<file path="config.mk">
export PLATFORM = sky130hd
export DESIGN_NAME = spi_word_rx
export DESIGN_NICKNAME = d
export VERILOG_FILES = /design/src/rtl/spi_word_rx_pkg.sv /design/src/rtl/spi_word_rx_sync_bit.sv /design/src/rtl/spi_word_rx.sv
export SDC_FILE = /design/constraint.sdc
export NUM_CORES = 1
export LEC_CHECK = 0
export ABC_AREA = 1
export CORE_MARGIN = 2
export CORE_UTILIZATION = 40
export DETAILED_ROUTE_END_ITERATION = 8
export PLACE_DENSITY = 0.71
export REMOVE_ABC_BUFFERS = 1
export SKIP_LAST_GASP = 1
export SYNTH_ARGS = -nofsm -noshare
export SYNTH_HDL_FRONTEND = slang
export SYNTH_HIERARCHICAL = 1
export SYNTH_SLANG_ARGS = --single-unit
</file>
<file path="constraint.sdc">
create_clock -name clk -period 1.45 [get_ports clk]
set_clock_uncertainty 0.1 [all_clocks]
set_input_delay 0.2175 -clock clk [delete_from_list [all_inputs] [get_ports clk]]
set_output_delay 0.2175 -clock clk [all_outputs]
set_load 0.01 [all_outputs]
</file>
<file path="src/rtl/spi_word_rx_pkg.sv">
// Shared definitions for the SPI word receiver: default word width, FSM states, SPI mode.
package spi_word_rx_pkg;

   localparam int WORD_WIDTH_DEF = 32;
   localparam int SPI_MODE       = 0;   // CPOL=0, CPHA=0

   typedef enum logic {
      ST_IDLE   = 1'b0,
      ST_ACTIVE = 1'b1
   } spi_state_e;

endpackage

</file>
<file path="src/rtl/spi_word_rx_sync_bit.sv">
// Multi-flop synchronizer for one asynchronous input, with a configurable reset (idle) level.
module spi_word_rx_sync_bit #(
   parameter int   STAGES  = 2,
   parameter logic RST_VAL = 1'b0
) (
   input  logic clk,
   input  logic rst_n,
   input  logic d_i,
   output logic q_o
);

   logic [STAGES-1:0] sync_q;

   always_ff @(posedge clk or negedge rst_n) begin
      if (!rst_n) begin
         sync_q <= {STAGES{RST_VAL}};
      end else begin
         sync_q <= {sync_q[STAGES-2:0], d_i};
      end
   end

   assign q_o = sync_q[STAGES-1];

endmodule

</file>
<file path="src/rtl/spi_word_rx.sv">
// SPI mode-0 slave word receiver: oversampled SCK/CS_N/MOSI, MSB-first words onto DATA.
// Optional MISO return path enabled by defining SPI_MISO_EN.
module spi_word_rx
   import spi_word_rx_pkg::*;
#(
   parameter int WORD_WIDTH  = WORD_WIDTH_DEF,
   parameter int SYNC_STAGES = 2
) (
   input  logic                  clk,
   input  logic                  rst_n,
   input  logic                  SCK,
   input  logic                  CS_N,
   input  logic                  MOSI,
   output logic                  MISO,
   input  logic [WORD_WIDTH-1:0] TX_DATA,
   output logic [WORD_WIDTH-1:0] DATA,
   output logic                  DATA_READY,
   output logic                  FRAME_ERR
);

   localparam int              CW       = $clog2(WORD_WIDTH);
   localparam logic [CW-1:0]   LAST_BIT = CW'(WORD_WIDTH - 1);

   logic sck_s, cs_s, mosi_s;

   spi_word_rx_sync_bit #(.STAGES(SYNC_STAGES), .RST_VAL(1'b0)) u_sync_sck (
      .clk(clk), .rst_n(rst_n), .d_i(SCK), .q_o(sck_s));
   spi_word_rx_sync_bit #(.STAGES(SYNC_STAGES), .RST_VAL(1'b1)) u_sync_cs (
      .clk(clk), .rst_n(rst_n), .d_i(CS_N), .q_o(cs_s));
   spi_word_rx_sync_bit #(.STAGES(SYNC_STAGES), .RST_VAL(1'b0)) u_sync_mosi (
      .clk(clk), .rst_n(rst_n), .d_i(MOSI), .q_o(mosi_s));

   // Edge detect is a registered strobe stage, so events reach the FSM SYNC_STAGES+1 edges after the pin.
   logic sck_e_q, cs_e_q;
   logic sck_rise_q, sck_fall_q, cs_rise_q, cs_fall_q;

   always_ff @(posedge clk or negedge rst_n) begin
      if (!rst_n) begin
         sck_e_q    <= 1'b0;
         cs_e_q     <= 1'b1;
         sck_rise_q <= 1'b0;
         sck_fall_q <= 1'b0;
         cs_rise_q  <= 1'b0;
         cs_fall_q  <= 1'b0;
      end else begin
         sck_e_q    <= sck_s;
         cs_e_q     <= cs_s;
         sck_rise_q <= sck_s & ~sck_e_q;
         sck_fall_q <= ~sck_s & sck_e_q;
         cs_rise_q  <= cs_s & ~cs_e_q;
         cs_fall_q  <= ~cs_s & cs_e_q;
      end
   end

   spi_state_e            state_q, state_d;
   logic [CW-1:0]         cnt_q, cnt_d;
   logic [WORD_WIDTH-1:0] shift_q, shift_d;
   logic [WORD_WIDTH-1:0] data_q, data_d;
   logic                  ready_q, ready_d;
   logic                  ferr_q, ferr_d;
   logic                  word_done;

   always_ff @(posedge clk or negedge rst_n) begin
      if (!rst_n) begin
         state_q <= ST_IDLE;
         cnt_q   <= '0;
         shift_q <= '0;
         data_q  <= '0;
         ready_q <= 1'b0;
         ferr_q  <= 1'b0;
      end else begin
         state_q <= state_d;
         cnt_q   <= cnt_d;
         shift_q <= shift_d;
         data_q  <= data_d;
         ready_q <= ready_d;
         ferr_q  <= ferr_d;
      end
   end

   assign word_done = (state_q == ST_ACTIVE) && sck_rise_q && (cnt_q == LAST_BIT);

   always_comb begin
      state_d = state_q;
      cnt_d   = cnt_q;
      shift_d = shift_q;
      data_d  = data_q;
      ready_d = 1'b0;
      ferr_d  = 1'b0;
      case (state_q)
         ST_IDLE: begin
            if (cs_fall_q) begin
               state_d = ST_ACTIVE;
               cnt_d   = '0;
               shift_d = '0;
            end
         end
         ST_ACTIVE: begin
            if (sck_rise_q) begin
               shift_d = {shift_q[WORD_WIDTH-2:0], mosi_s};
               if (word_done) begin
                  data_d  = shift_d;
                  ready_d = 1'b1;
                  cnt_d   = '0;
               end else begin
                  cnt_d = cnt_q + CW'(1);
               end
            end
            // The SCK rise of this cycle is already folded into cnt_d, so a completing bit suppresses FRAME_ERR.
            if (cs_rise_q) begin
               state_d = ST_IDLE;
               ferr_d  = (cnt_d != '0);
            end
         end
         default: state_d = ST_IDLE;
      endcase
   end

   assign DATA       = data_q;
   assign DATA_READY = ready_q;
   assign FRAME_ERR  = ferr_q;

`ifdef SPI_MISO_EN
   logic [WORD_WIDTH-1:0] tx_q, tx_d;

   always_ff @(posedge clk or negedge rst_n) begin
      if (!rst_n) begin
         tx_q <= '0;
      end else begin
         tx_q <= tx_d;
      end
   end

   // No shift on the fall after a word's last bit: the freshly loaded word's MSB must stay on MISO.
   always_comb begin
      tx_d = tx_q;
      if (state_q == ST_IDLE) begin
         if (cs_fall_q) tx_d = TX_DATA;
      end else if (word_done) begin
         tx_d = TX_DATA;
      end else if (sck_fall_q && (cnt_q != '0)) begin
         tx_d = {tx_q[WORD_WIDTH-2:0], 1'b0};
      end
   end

   assign MISO = (state_q == ST_ACTIVE) ? tx_q[WORD_WIDTH-1] : 1'b0;
`else
   logic unused_tx;
   assign unused_tx = ^{TX_DATA, sck_fall_q};
   assign MISO      = 1'b0;
`endif

endmodule

</file>
* Word-level counts from Yosys, hierarchy flattened
Index checks and enable logic that the tools add are counted.
Word-level totals: latch bits 0, ROM bits 0, memories 0, RAM bits 0, bits of input ports 37, bits in registers 82, output and inout port bits 35, word-level logic and storage cells 46
Cells by class: multiply operators 0, $lt $le $gt $ge 0, divide/modulo/power cells 0, eq/ne operators 3, add/subtract/negate cells 1, shifts and indexed selects 0, reductions and logical operators 5, mux-type cells 16, bitwise operators 7
Operator list (count):
- 2-to-1 mux 31 bit | 2
- case mux 31 bit (2 select lines) | 1
- 2-to-1 mux 5 bit | 4
- case mux 5 bit (2 select lines) | 1
- 2-to-1 mux 1 bit | 7
- adder 5 x 1 -> 5 bit, second input constant | 1
- equality test 5 bit, second input constant | 1
- nonzero test 5 bit | 1
- != test 2 bit, second input constant | 2
- inverter 1 bit | 4
- AND 1 bit | 3
- AND reduction 3 bit | 1
- logical AND 1 bit | 2
- case mux 1 bit (2 select lines) | 1
- AND reduction 2 bit | 1

* Depth between registers and ports, before layout
Gate-level depths: netlist of the first run.
depth after elaboration 8, gate-level depth with buffers 12, gate-level depth less buffers 12

* By module
Netlist of the first run, hierarchy kept.
Modules (own cells, without submodules):
- spi_word_rx | times used 1, area an instance 2951.6 um^2, seq. area each 1903.1 um^2, cells each 276
- spi_word_rx_sync_bit (u_sync_mosi ...) | times used 2, area an instance 50.0 um^2, seq. area each 50.0 um^2, cells each 2
- spi_word_rx_sync_bit (u_sync_cs) | times used 1, area an instance 52.6 um^2, seq. area each 52.6 um^2, cells each 2

* Worst setup path after synthesis of the first run
OpenSTA, ideal clock, no wires.
path kind flip-flop to flip-flop, start register cnt_q[0], end register ferr_q (netlist: FRAME_ERR), path buffers 0, cell stages (with the launch flop) 13, arrival 1361 ps, setup time 113 ps, clock period less this slack 1574 ps, slack -124 ps, data required time 1237 ps, cells stage by stage dfrtp_1 ha_1 nand2_1 nor2_1 ha_1 nand2_1 o21ai_0 nand2_1 nand2_1 inv_1 nand3_1 nand2_1 inv_1
On the way: longest elaborated chain between the ends 8, elaborated cells between the ends (all ways) 9, classes of those cells add/sub: 1; eq/ne: 1; mux: 5; reduce/logical: 2
Ends and longest elaborated chain:
- start, declared | RTL line spi_word_rx.sv:56 | logic [CW-1:0] cnt_q, cnt_d;
- start signal, assigned | RTL line spi_word_rx.sv:73 | cnt_q <= cnt_d;
- parallel branches: the longest is 3 deep, another holds adder 5 x 1 -> 5 bit
- 2-to-1 mux 5 bit (*) | RTL line spi_word_rx.sv:99 | if (sck_rise_q) begin
- 2-to-1 mux 5 bit (*) | RTL line spi_word_rx.sv:90 | case (state_q)
- nonzero test 5 bit (*) | RTL line spi_word_rx.sv:112 | ferr_d = (cnt_d != '0);
- 2-to-1 mux 1 bit (*) | RTL line spi_word_rx.sv:110 | if (cs_rise_q) begin
- 2-to-1 mux 1 bit (*) | RTL line spi_word_rx.sv:90
- via ferr_d | RTL line spi_word_rx.sv:60 | logic ferr_q, ferr_d;
- end signal, assigned | RTL line spi_word_rx.sv:77 | ferr_q <= ferr_d;
- end, declared | RTL line spi_word_rx.sv:60
Mark *: on every way through the listed nets, which the timed path passes. The select of a mux whose other input is x is not followed. A chain may end at the register's enable or synchronous reset.

* Final worst setup path of the first run
start register cnt_q[1], end register ferr_q (netlist: FRAME_ERR)
The elaborated chain is that of the path after synthesis.

==> results of run 1 <==
## final timing paths
check,to,slack (ns),startpoint
min in group asynchronous,shift_q[26],0.21,rst_n
setup / recovery,FRAME_ERR,-0.29,cnt_q[1]
setup reg to reg,FRAME_ERR,-0.29,cnt_q[1]
hold reg to reg,u_sync_mosi/sync_q[1],0.25,u_sync_mosi/sync_q[0]
max in group asynchronous,DATA[1],0.52,rst_n
hold / removal,u_sync_cs/sync_q[0],0.20,CS_N
## stage by stage
step	std cells	power, mW
detailed placement	421	2.85
finish	441	4.49
floorplan	267	2.63
global route	441	4.70
CTS	440	4.52
global placement	421	2.82
## what timing repair did
| item | in CTS | in global routing |
|---|---|---|
| setup buffers | 2 | 1 |
| endpoints found under the hold margin | 63 | 0 |
| hold buffers | 1 | 0 |
| pin swaps | 0 | 3 |
| gates resized for setup | 42 | 3 |
| endpoints found under the setup margin | 72 | 38 |
## final cells by class
| type | count | area [µm²] | share of cell area, % |
|---|---|---|---|
| Inverter | 46 | 173 | 4.44 |
| Tap cell | 102 | 128 | 3.28 |
| Multi-Input combinational cell | 139 | 803 | 20.6 |
| Clock inverter | 2 | 35.0 | 0.900 |
| Timing Repair Buffer | 56 | 536 | 13.8 |
| Sequential cell | 82 | 2060 | 52.8 |
| Clock buffer | 14 | 163 | 4.18 |
## kinds of logic after synthesis
logic type                 share of synthesized area, %
other                                             0.121
and+or+nand+nor                                    8.38
adders and majority gates                         0.806
buffers and inverters                              9.31
AOI/OAI and AO/OA                                  15.2
DFF                                                66.2
## cells in the mapped netlist
cell type / count / area (µm²)
inv_2: 1 / 3.75
buf_4: 2 / 15.0
nand2_1: 52 / 195
ha_1: 2 / 25.0
buf_2: 6 / 30.0
or2_2: 1 / 6.26
clkbuf_1: 1 / 3.75
o21ai_0: 14 / 70.1
o21ai_1: 3 / 15.0
o21ai_2: 19 / 166
o22ai_1: 35 / 219
buf_6: 6 / 67.6
inv_1: 45 / 169
dfstp_2: 3 / 78.8
conb_1: 1 / 3.75
nand3_2: 1 / 10.0
nand3_1: 6 / 30.0
nor2_1: 5 / 18.8
dfrtp_1: 79 / 1980
## sequential cells by signal (all words and copies together), names as in the netlist
name and flops:
cs_e_q 1, u_sync_cs/sync_q 2, shift_q 31, cs_rise_q 1, u_sync_mosi/sync_q 2, u_sync_sck/sync_q 2
sck_rise_q 1, DATA 32, DATA_READY 1, state_q 1, sck_e_q 1, cs_fall_q 1
cnt_q 5, FRAME_ERR 1
## where the power goes
group,total (mW),internal [mW],switching [mW]
clock network,1.63,0.891,0.736
registers,2.39,2.35,0.0400
logic,0.467,0.199,0.268
## worst reg2reg max path, stage by stage (launching register included)
cell and delay (ns):
dfrtp_1 0.37, ha_2 0.19, nand2_1 0.07, nor2_2 0.11
ha_2 0.21, nand3_4 0.16, nand3_2 0.13, nand2_1 0.06
inv_1 0.06, nand3_1 0.08, nand2_1 0.07, inv_1 0.04
## metal layers
metal	routed length, µm	vias to the layer above	part of all wire, %	global-route usage (%)
met1	2530	1030	44	18.4
li1	-	1019	-	-
met5	0	-	0	0
met4	86	0	1.5	7.34
met2	2880	36	50	24.8
met3	233	7	4.1	3.62
==> flow_metrics.env, run 1 <==
export IMPL_place_ws_ns=-0.315
export IMPL_end_kind="register"
export IMPL_first_global_vias=2150
export IMPL_postPlaceCellArea_um2=3660
export IMPL_layout_commonest_cell="dfrtp_1"
export IMPL_boundaryPins=72
export IMPL_cts_htree_levels=3
export IMPL_crit_buf_inv=2
export IMPL_required_ns=1.59
export IMPL_worstPathArrival_ns=1.88
export IMPL_leakage_nw=1.95
export IMPL_synth_seq_cells=82
export IMPL_crit_type="reg -> reg"
export IMPL_diodes=0
export IMPL_cts_tree="yes"
export IMPL_cp_depth=11
export IMPL_numCtsBuffers=9
export IMPL_die_w_um=92.1
export IMPL_io_buffer_count=38
export IMPL_route_detailed_drc=0
export IMPL_coreArea_um2=7610
export IMPL_wl_um=5730
export IMPL_drtIter0Drc=85
export IMPL_grt_util_all_layers_pct=15.0
export IMPL_timing_hold_ws_ns=0.205
export IMPL_whs_path_depth=1
export IMPL_grt_overflow_total=0
export IMPL_status="finished with violations"
export IMPL_nFillCells=699
export IMPL_dr_total_vias=2092
export IMPL_ys_types=19
export IMPL_nets=373
export IMPL_gp_congestion=0.692
export IMPL_antenna_found_initial=0
export IMPL_clock_fmax_mhz=576
export IMPL_fin_util_pct=51.2
export IMPL_clock_sinks=82
export IMPL_final_area_um2=3890
export IMPL_period_minus_slack_ns=1.74
export IMPL_grt_max_degree=35
export IMPL_die_area_um2=8480
export IMPL_rows=32
export IMPL_final_setup_tns_ns=-8.23
export IMPL_final_max_slew_viol_count=0
export IMPL_worstSetupStartpointType="register"
export IMPL_pwr_density_cell_nw_per_um2=1150
export IMPL_cpLargestDelayFamily="simple AND/OR/NAND/NOR gates"
export IMPL_cp_slowest_cell="dfrtp_1"
export IMPL_crit_chain="ha_2, nand2_1, nor2_2, ha_2, nand3_4, nand3_2, nand2_1, inv_1, nand3_1, nand2_1, inv_1"
export IMPL_seq_area_frac_synth_pct=66.2
export IMPL_synth_avg_cell_area_um2=11.0
export IMPL_setup_violations=38
export IMPL_max_cap_violations=0
export IMPL_initial_core_util_pct=40.8
export IMPL_wl_per_cell_um=13.0
export IMPL_crit_fanout=6
export IMPL_dp_hpwl_um=3750
export IMPL_clk_latency_ns=0.33
export IMPL_clk_pin_slew_ns=0.08
export IMPL_finalCritPeriodShare_pct=120
export IMPL_hold_viol=0
export IMPL_clock_path_buffers=2
export IMPL_hold_path_class="in -> reg"
export IMPL_critPathMostFrequentCell="nand2_1"
export IMPL_root_buffer="clkbuf_8"
export IMPL_routed_via_density=4.74
export IMPL_area_growth_pct=25.4
export IMPL_rsz0062_at_grt="yes"
export IMPL_layout_common_cells="dfrtp_1, nand2_1, inv_1, dlygate4sd2_1, o22ai_1"
export IMPL_firstDrtPassIters=4
export IMPL_ant_nets=0
export IMPL_grt_pass1_wl_um=9960
export IMPL_reg2reg_depth=11
export IMPL_die_height_um=92.1
export IMPL_drive_gt1_share_pct=19.2
export IMPL_crit_path_max_incr_delay_ns=0.37
export IMPL_synth_area_um2=3100
export IMPL_vdd_drop_max_mv=0.520
export IMPL_syn_inst=282
export IMPL_violations="negative setup slack"
export IMPL_timing_final_ws_setup_ns=-0.287
export IMPL_yosys_warnings=6
Note: power is estimated with default switching activity, not from simulation.
==> inputs of run 2 (changes only) <==
TNS_END_PERCENT = 5   (was not set)
==> run 2 against run 1 <==
The flow still finishes with violations (negative setup slack). Largest cell class unchanged. Critical path depth did not move. Global-route usage fell by 0.12 points. Combinational power down 3%. Power decreased by 0.23%. Count of clock-buffer cells in the layout unchanged. Largest power group unchanged. Highest routed layer unchanged. Final cell count fell by 0.23%. Critical path type unchanged. First-iteration DRC count grew 12%.
==> flow_metrics.env, run 2 (synthesized netlist as in run 1, its figures left out) <==
export IMPL_status="finished with violations"
export IMPL_violations="negative setup slack"
export IMPL_dp_hpwl_um=3750
export IMPL_drive_gt1_share_pct=18.0
export IMPL_cts_tree="yes"
export IMPL_final_setup_tns_ns=-11.71
export IMPL_p_sw_mw=1.04
export IMPL_die_area_um2=8480
export IMPL_setup_violations=72
export IMPL_hold_path_class="in -> reg"
export IMPL_seq_power_share_pct=53.5
export IMPL_wl_per_cell_um=12.9
export IMPL_max_cap_violations=0
export IMPL_reg2reg_slack_ns=-0.30
export IMPL_die_w_um=92.1
export IMPL_grt_overflow_total=0
export IMPL_min_to="u_sync_cs/sync_q[0]"
export IMPL_crit_chain="ha_2, nand2_1, nor2_2, ha_2, nand3_4, nand3_2, nand2_1, inv_1, nand3_2, nand2_1, inv_1"
export IMPL_clk_pin_slew_ns=0.08
export IMPL_reg2reg_depth=11
export IMPL_routed_via_density=4.79
export IMPL_coreArea_um2=7610
export IMPL_finalCritPeriodShare_pct=121
export IMPL_end_kind="register"
export IMPL_min_delay_start="CS_N"
export IMPL_rsz0062_at_grt="yes"
export IMPL_required_ns=1.59
export IMPL_leakage_nw=1.78
export IMPL_worstSetupStartpointType="register"
export IMPL_power_frac_comb_pct=10.1
export IMPL_drtIter0Drc=95
export IMPL_route_detailed_drc=0
export IMPL_largest_register_ffs=32
export IMPL_clock_path_buffers=2
export IMPL_grt_util_all_layers_pct=14.9
export IMPL_nFillCells=689
export IMPL_dr_total_vias=2109
export IMPL_timing_final_ws_setup_ns=-0.299
export IMPL_p_sw_share_pct=23.3
export IMPL_die_height_um=92.1
export IMPL_place_inst=421
export IMPL_critPathMostFrequentCell="nand2_1"
export IMPL_pwr_density_cell_nw_per_um2=1140
export IMPL_nets=372
export IMPL_whs_path_depth=1
export IMPL_vdd_drop_max_mv=0.518
export IMPL_layout_commonest_cell="dfrtp_1"
export IMPL_crit_type="reg -> reg"
export IMPL_fin_cells=440
export IMPL_area_growth_pct=26.1
export IMPL_ant_nets=0
export IMPL_grt_pass1_wl_um=9880
export IMPL_numCtsBuffers=9
export IMPL_crit_path_max_incr_delay_ns=0.37
export IMPL_cp_slowest_cell="dfrtp_1"
export IMPL_hold_viol=0
export IMPL_wl_um=5690
export IMPL_rr_startpoint="cnt_q[1]"
export IMPL_root_buffer="clkbuf_8"
export IMPL_crit_fanout=6
export IMPL_rows=32
export IMPL_gp_congestion=0.692
export IMPL_final_max_slew_viol_count=0
export IMPL_clock_sinks=82
export IMPL_clock_power_share_pct=36.4
export IMPL_diodes=0
export IMPL_cts_htree_levels=3
export IMPL_firstDrtPassIters=4
export IMPL_period_minus_slack_ns=1.75
export IMPL_layout_common_cells="dfrtp_1, nand2_1, inv_1, clkdlybuf4s50_1, o22ai_1"
export IMPL_grt_max_degree=35
export IMPL_worstPathArrival_ns=1.89
export IMPL_rr_endpoint="FRAME_ERR"
export IMPL_clk_latency_ns=0.34
export IMPL_clock_fmax_mhz=572
export IMPL_p_int_mw=3.43
export IMPL_first_global_vias=2121
export IMPL_boundaryPins=72
export IMPL_antenna_found_initial=0
export IMPL_io_buffer_count=38
export IMPL_initial_core_util_pct=40.8
-- run 2: worst max path at each step --
| stage | start | cells past startpoint | slack, ns | end |
|---|---|---|---|---|
| 2_1_floorplan | cnt_q[0] | 11 | -1.04 | FRAME_ERR |
| 3_3_place_gp | cnt_q[0] | 11 | -0.27 | FRAME_ERR |
| 3_5_place_dp | cnt_q[1] | 11 | -0.32 | FRAME_ERR |
| 4_1_cts | cnt_q[1] | 12 | -0.25 | FRAME_ERR |
| 5_1_grt | cnt_q[1] | 12 | -0.42 | FRAME_ERR |
| 6_report | cnt_q[1] | 11 | -0.30 | FRAME_ERR |
-- run 2: worst max-delay path: cells and delay by family (launching register included) --
| family | cells | cell delay [ns] |
|---|---|---|
| simple gates | 7 | 0.68 |
| fa+ha+maj | 2 | 0.41 |
| flops | 1 | 0.37 |
| buf+inv | 2 | 0.11 |
-- run 2: final cells by class --
type / count / area (µm²) / share of cell area (%)
inverter: 46 / 173 / 4.41
timing repair buffer: 55 / 571 / 14.6
tap: 102 / 128 / 3.26
clock inverter: 2 / 35.0 / 0.895
sequential: 82 / 2060 / 52.5
multi-input combinational: 139 / 790 / 20.2
clock buffer: 14 / 163 / 4.16
-- run 2: power groups by stage --
stage / sequential [mW] / clock, mW / combinational [mW]
after floorplan: 2.44 / 0 / 0.191
after CTS: 2.39 / 1.68 / 0.431
after global placement: 2.43 / 0 / 0.386
after global routing: 2.40 / 1.78 / 0.499
after detailed placement: 2.43 / 0 / 0.413
final: 2.40 / 1.63 / 0.453
-- run 2: what timing repair did --
item / 4_1_cts / 5_1_grt
setup buffers: 1 / 1
resized for setup: 5 / 3
pin swaps: 0 / 8
endpoints found under the hold margin: 63 / 0
hold buffers: 1 / 0
endpoints found under the setup margin: 72 / 72
-- run 2: per-layer routing --
metal | vias to the layer above | wire [µm] | track usage (%) | part of all wire (%)
li1 | 1014 | - | - | -
met4 | 0 | 138 | 7.09 | 2.4
met5 | - | 0 | 0 | 0
met1 | 1020 | 2440 | 18.4 | 43
met2 | 59 | 2810 | 24.6 | 49
met3 | 16 | 300 | 3.53 | 5.3
-- run 2: through the flow --
stage | power (mW) | setup slack (ns) | cell area, µm² | utilization [%] | hold slack [ns]
5_1_grt | 4.68 | -0.418 | 3910 | 51.4 | 0.194
6_report | 4.48 | -0.299 | 3910 | 51.4 | 0.200
3_5_place_dp | 2.85 | -0.315 | 3660 | 48.1 | 0.0242
2_1_floorplan | 2.63 | -1.04 | 2990 | - | -0.178
3_3_place_gp | 2.82 | -0.266 | 3660 | 48.1 | 0.0196
4_1_cts | 4.50 | -0.246 | 3900 | 51.2 | 0.196
==> inputs of run 3 (changes only) <==
CTS_BUF_LIST = sky130_fd_sc_hd__clkbuf_8   (was not set)
==> run 3 against run 2 <==
The flow still finishes with violations (negative setup slack). Sequential power barely moved. Critical endpoint unchanged. Non-clock buffer count stayed put. Power shrank 0.44%. Final cell count stayed put. Via count is essentially flat. Largest power group unchanged. Combinational power about the same. Final area unchanged. Register-to-register slack hardly changed. Critical path depth is the same. Hold slack about the same.
==> flow_metrics.env, run 3 (synthesized netlist as in run 1, its figures left out) <==
export IMPL_timing_final_ws_setup_ns=-0.300
export IMPL_firstDrtPassIters=4
export IMPL_required_ns=1.59
export IMPL_cts_htree_levels=3
export IMPL_status="finished with violations"
export IMPL_root_buffer="clkbuf_8"
export IMPL_die_w_um=92.1
export IMPL_fin_util_pct=51.4
export IMPL_critical_path_startpoint="cnt_q[1]"
export IMPL_postPlaceCellArea_um2=3660
export IMPL_clk_pin_slew_ns=0.08
export IMPL_min_delay_start="CS_N"
export IMPL_clock_sinks=82
export IMPL_initial_core_util_pct=40.8
export IMPL_grt_util_all_layers_pct=14.9
export IMPL_largest_register_ffs=32
export IMPL_route_detailed_drc=0
export IMPL_coreArea_um2=7610
export IMPL_hold_viol=0
export IMPL_end_kind="register"
export IMPL_io_buffer_count=38
export IMPL_pwr_density_cell_nw_per_um2=1140
export IMPL_cp_slowest_cell="dfrtp_1"
export IMPL_first_global_vias=2123
export IMPL_crit_buf_inv=2
export IMPL_grt_overflow_total=0
export IMPL_final_max_slew_viol_count=0
export IMPL_wl_um=5700
export IMPL_cpLargestDelayFamily="simple AND/OR/NAND/NOR gates"
export IMPL_worstSetupStartpointType="register"
export IMPL_die_area_um2=8480
export IMPL_ant_nets=0
export IMPL_clock_fmax_mhz=571
export IMPL_antenna_found_initial=0
export IMPL_crit_path_max_incr_delay_ns=0.37
export IMPL_crit_fanout=6
export IMPL_violations="negative setup slack"
export IMPL_dp_hpwl_um=3750
export IMPL_rr_startpoint="cnt_q[1]"
export IMPL_finalCritPeriodShare_pct=121
export IMPL_gp_congestion=0.692
export IMPL_diodes=0
export IMPL_rows=32
export IMPL_drive_gt1_share_pct=18.0
export IMPL_crit_type="reg -> reg"
export IMPL_grt_max_degree=35
export IMPL_leakage_nw=1.79
export IMPL_clk_latency_ns=0.34
export IMPL_wl_per_cell_um=13.0
export IMPL_hold_path_class="in -> reg"
export IMPL_dr_total_vias=2111
export IMPL_boundaryPins=72
export IMPL_routed_via_density=4.80
export IMPL_rsz0062_at_grt="yes"
export IMPL_layout_commonest_cell="dfrtp_1"
export IMPL_final_area_um2=3910
export IMPL_max_cap_violations=0
export IMPL_worstPathArrival_ns=1.89
export IMPL_numCtsBuffers=9
export IMPL_area_growth_pct=26.1
export IMPL_drtIter0Drc=88
export IMPL_vdd_drop_max_mv=0.519
export IMPL_grt_pass1_wl_um=9880
export IMPL_setup_violations=72
export IMPL_period_minus_slack_ns=1.75
export IMPL_critPathMostFrequentCell="nand2_1"
export IMPL_timing_hold_ws_ns=0.200
export IMPL_nets=372
export IMPL_crit_chain="ha_2, nand2_1, nor2_2, ha_2, nand3_4, nand3_2, nand2_1, inv_1, nand3_2, nand2_1, inv_1"
export IMPL_clock_path_buffers=2
export IMPL_cts_tree="yes"
export IMPL_layout_common_cells="dfrtp_1, nand2_1, inv_1, clkdlybuf4s50_1, o22ai_1"
export IMPL_die_height_um=92.1
-- run 3: cell types whose count changed in the layout (fill, tap and decap cells not counted) --
cell / change
inv_1: +3
clkbuf_1: -3
-- run 3: worst paths after layout --
kind,slack [ns],cells after the start,endpoint
worst max-delay path,-0.30,11,FRAME_ERR
worst min-delay path,0.20,1,u_sync_cs/sync_q[0]
worst max register to register,-0.30,11,FRAME_ERR
worst min register to register,0.25,0,u_sync_mosi/sync_q[1]
max in group asynchronous,0.52,3,DATA[4]
min in group asynchronous,0.21,2,shift_q[26]
-- run 3: metal layers --
metal	routed length, µm	track usage, %
met5	0	0
met4	138	7.09
met3	305	3.53
met2	2820	24.6
met1	2440	18.4
-- run 3: repair_timing --
action	in CTS	in global routing
buffers inserted	1	1
pin swaps	0	8
endpoints found under the setup margin	72	72
hold endpoints to repair	63	0
hold buffers	1	0
gates resized for setup	5	3
-- run 3: where the power goes --
| part | switching [mW] | internal, mW | total, mW |
|---|---|---|---|
| Clock | 0.740 | 0.869 | 1.61 |
| Combinational | 0.264 | 0.189 | 0.454 |
| Sequential | 0.0415 | 2.35 | 2.40 |
-- run 3: area by class of cell --
| type | count | area [µm²] |
|---|---|---|
| Fill cell | 689 | 3690 |
| Timing Repair Buffer | 55 | 571 |
| Inverter | 46 | 173 |
| Clock inverter | 5 | 46.3 |
| Tap cell | 102 | 128 |
| Sequential cell | 82 | 2060 |
| Multi-Input combinational cell | 139 | 790 |
| Clock buffer | 11 | 151 |
-- run 3: worst reg2reg max path: cells and delay by family (launching register included) --
family	cells	cell delay, ns
buffers and inverters	2	0.11
DFF	1	0.37
adders and majority gates	2	0.41
and+or+nand+nor	7	0.68
-- run 3: stage by stage --
stage,instances,worst slack [ns],setup TNS (ns),power [mW]
after floorplan,267,-1.04,-47.29,2.63
after global placement,421,-0.266,-7.10,2.82
after detailed placement,421,-0.315,-8.28,2.85
after CTS,439,-0.246,-10.29,4.49
after global routing,440,-0.418,-16.68,4.66
final,440,-0.300,-11.75,4.46
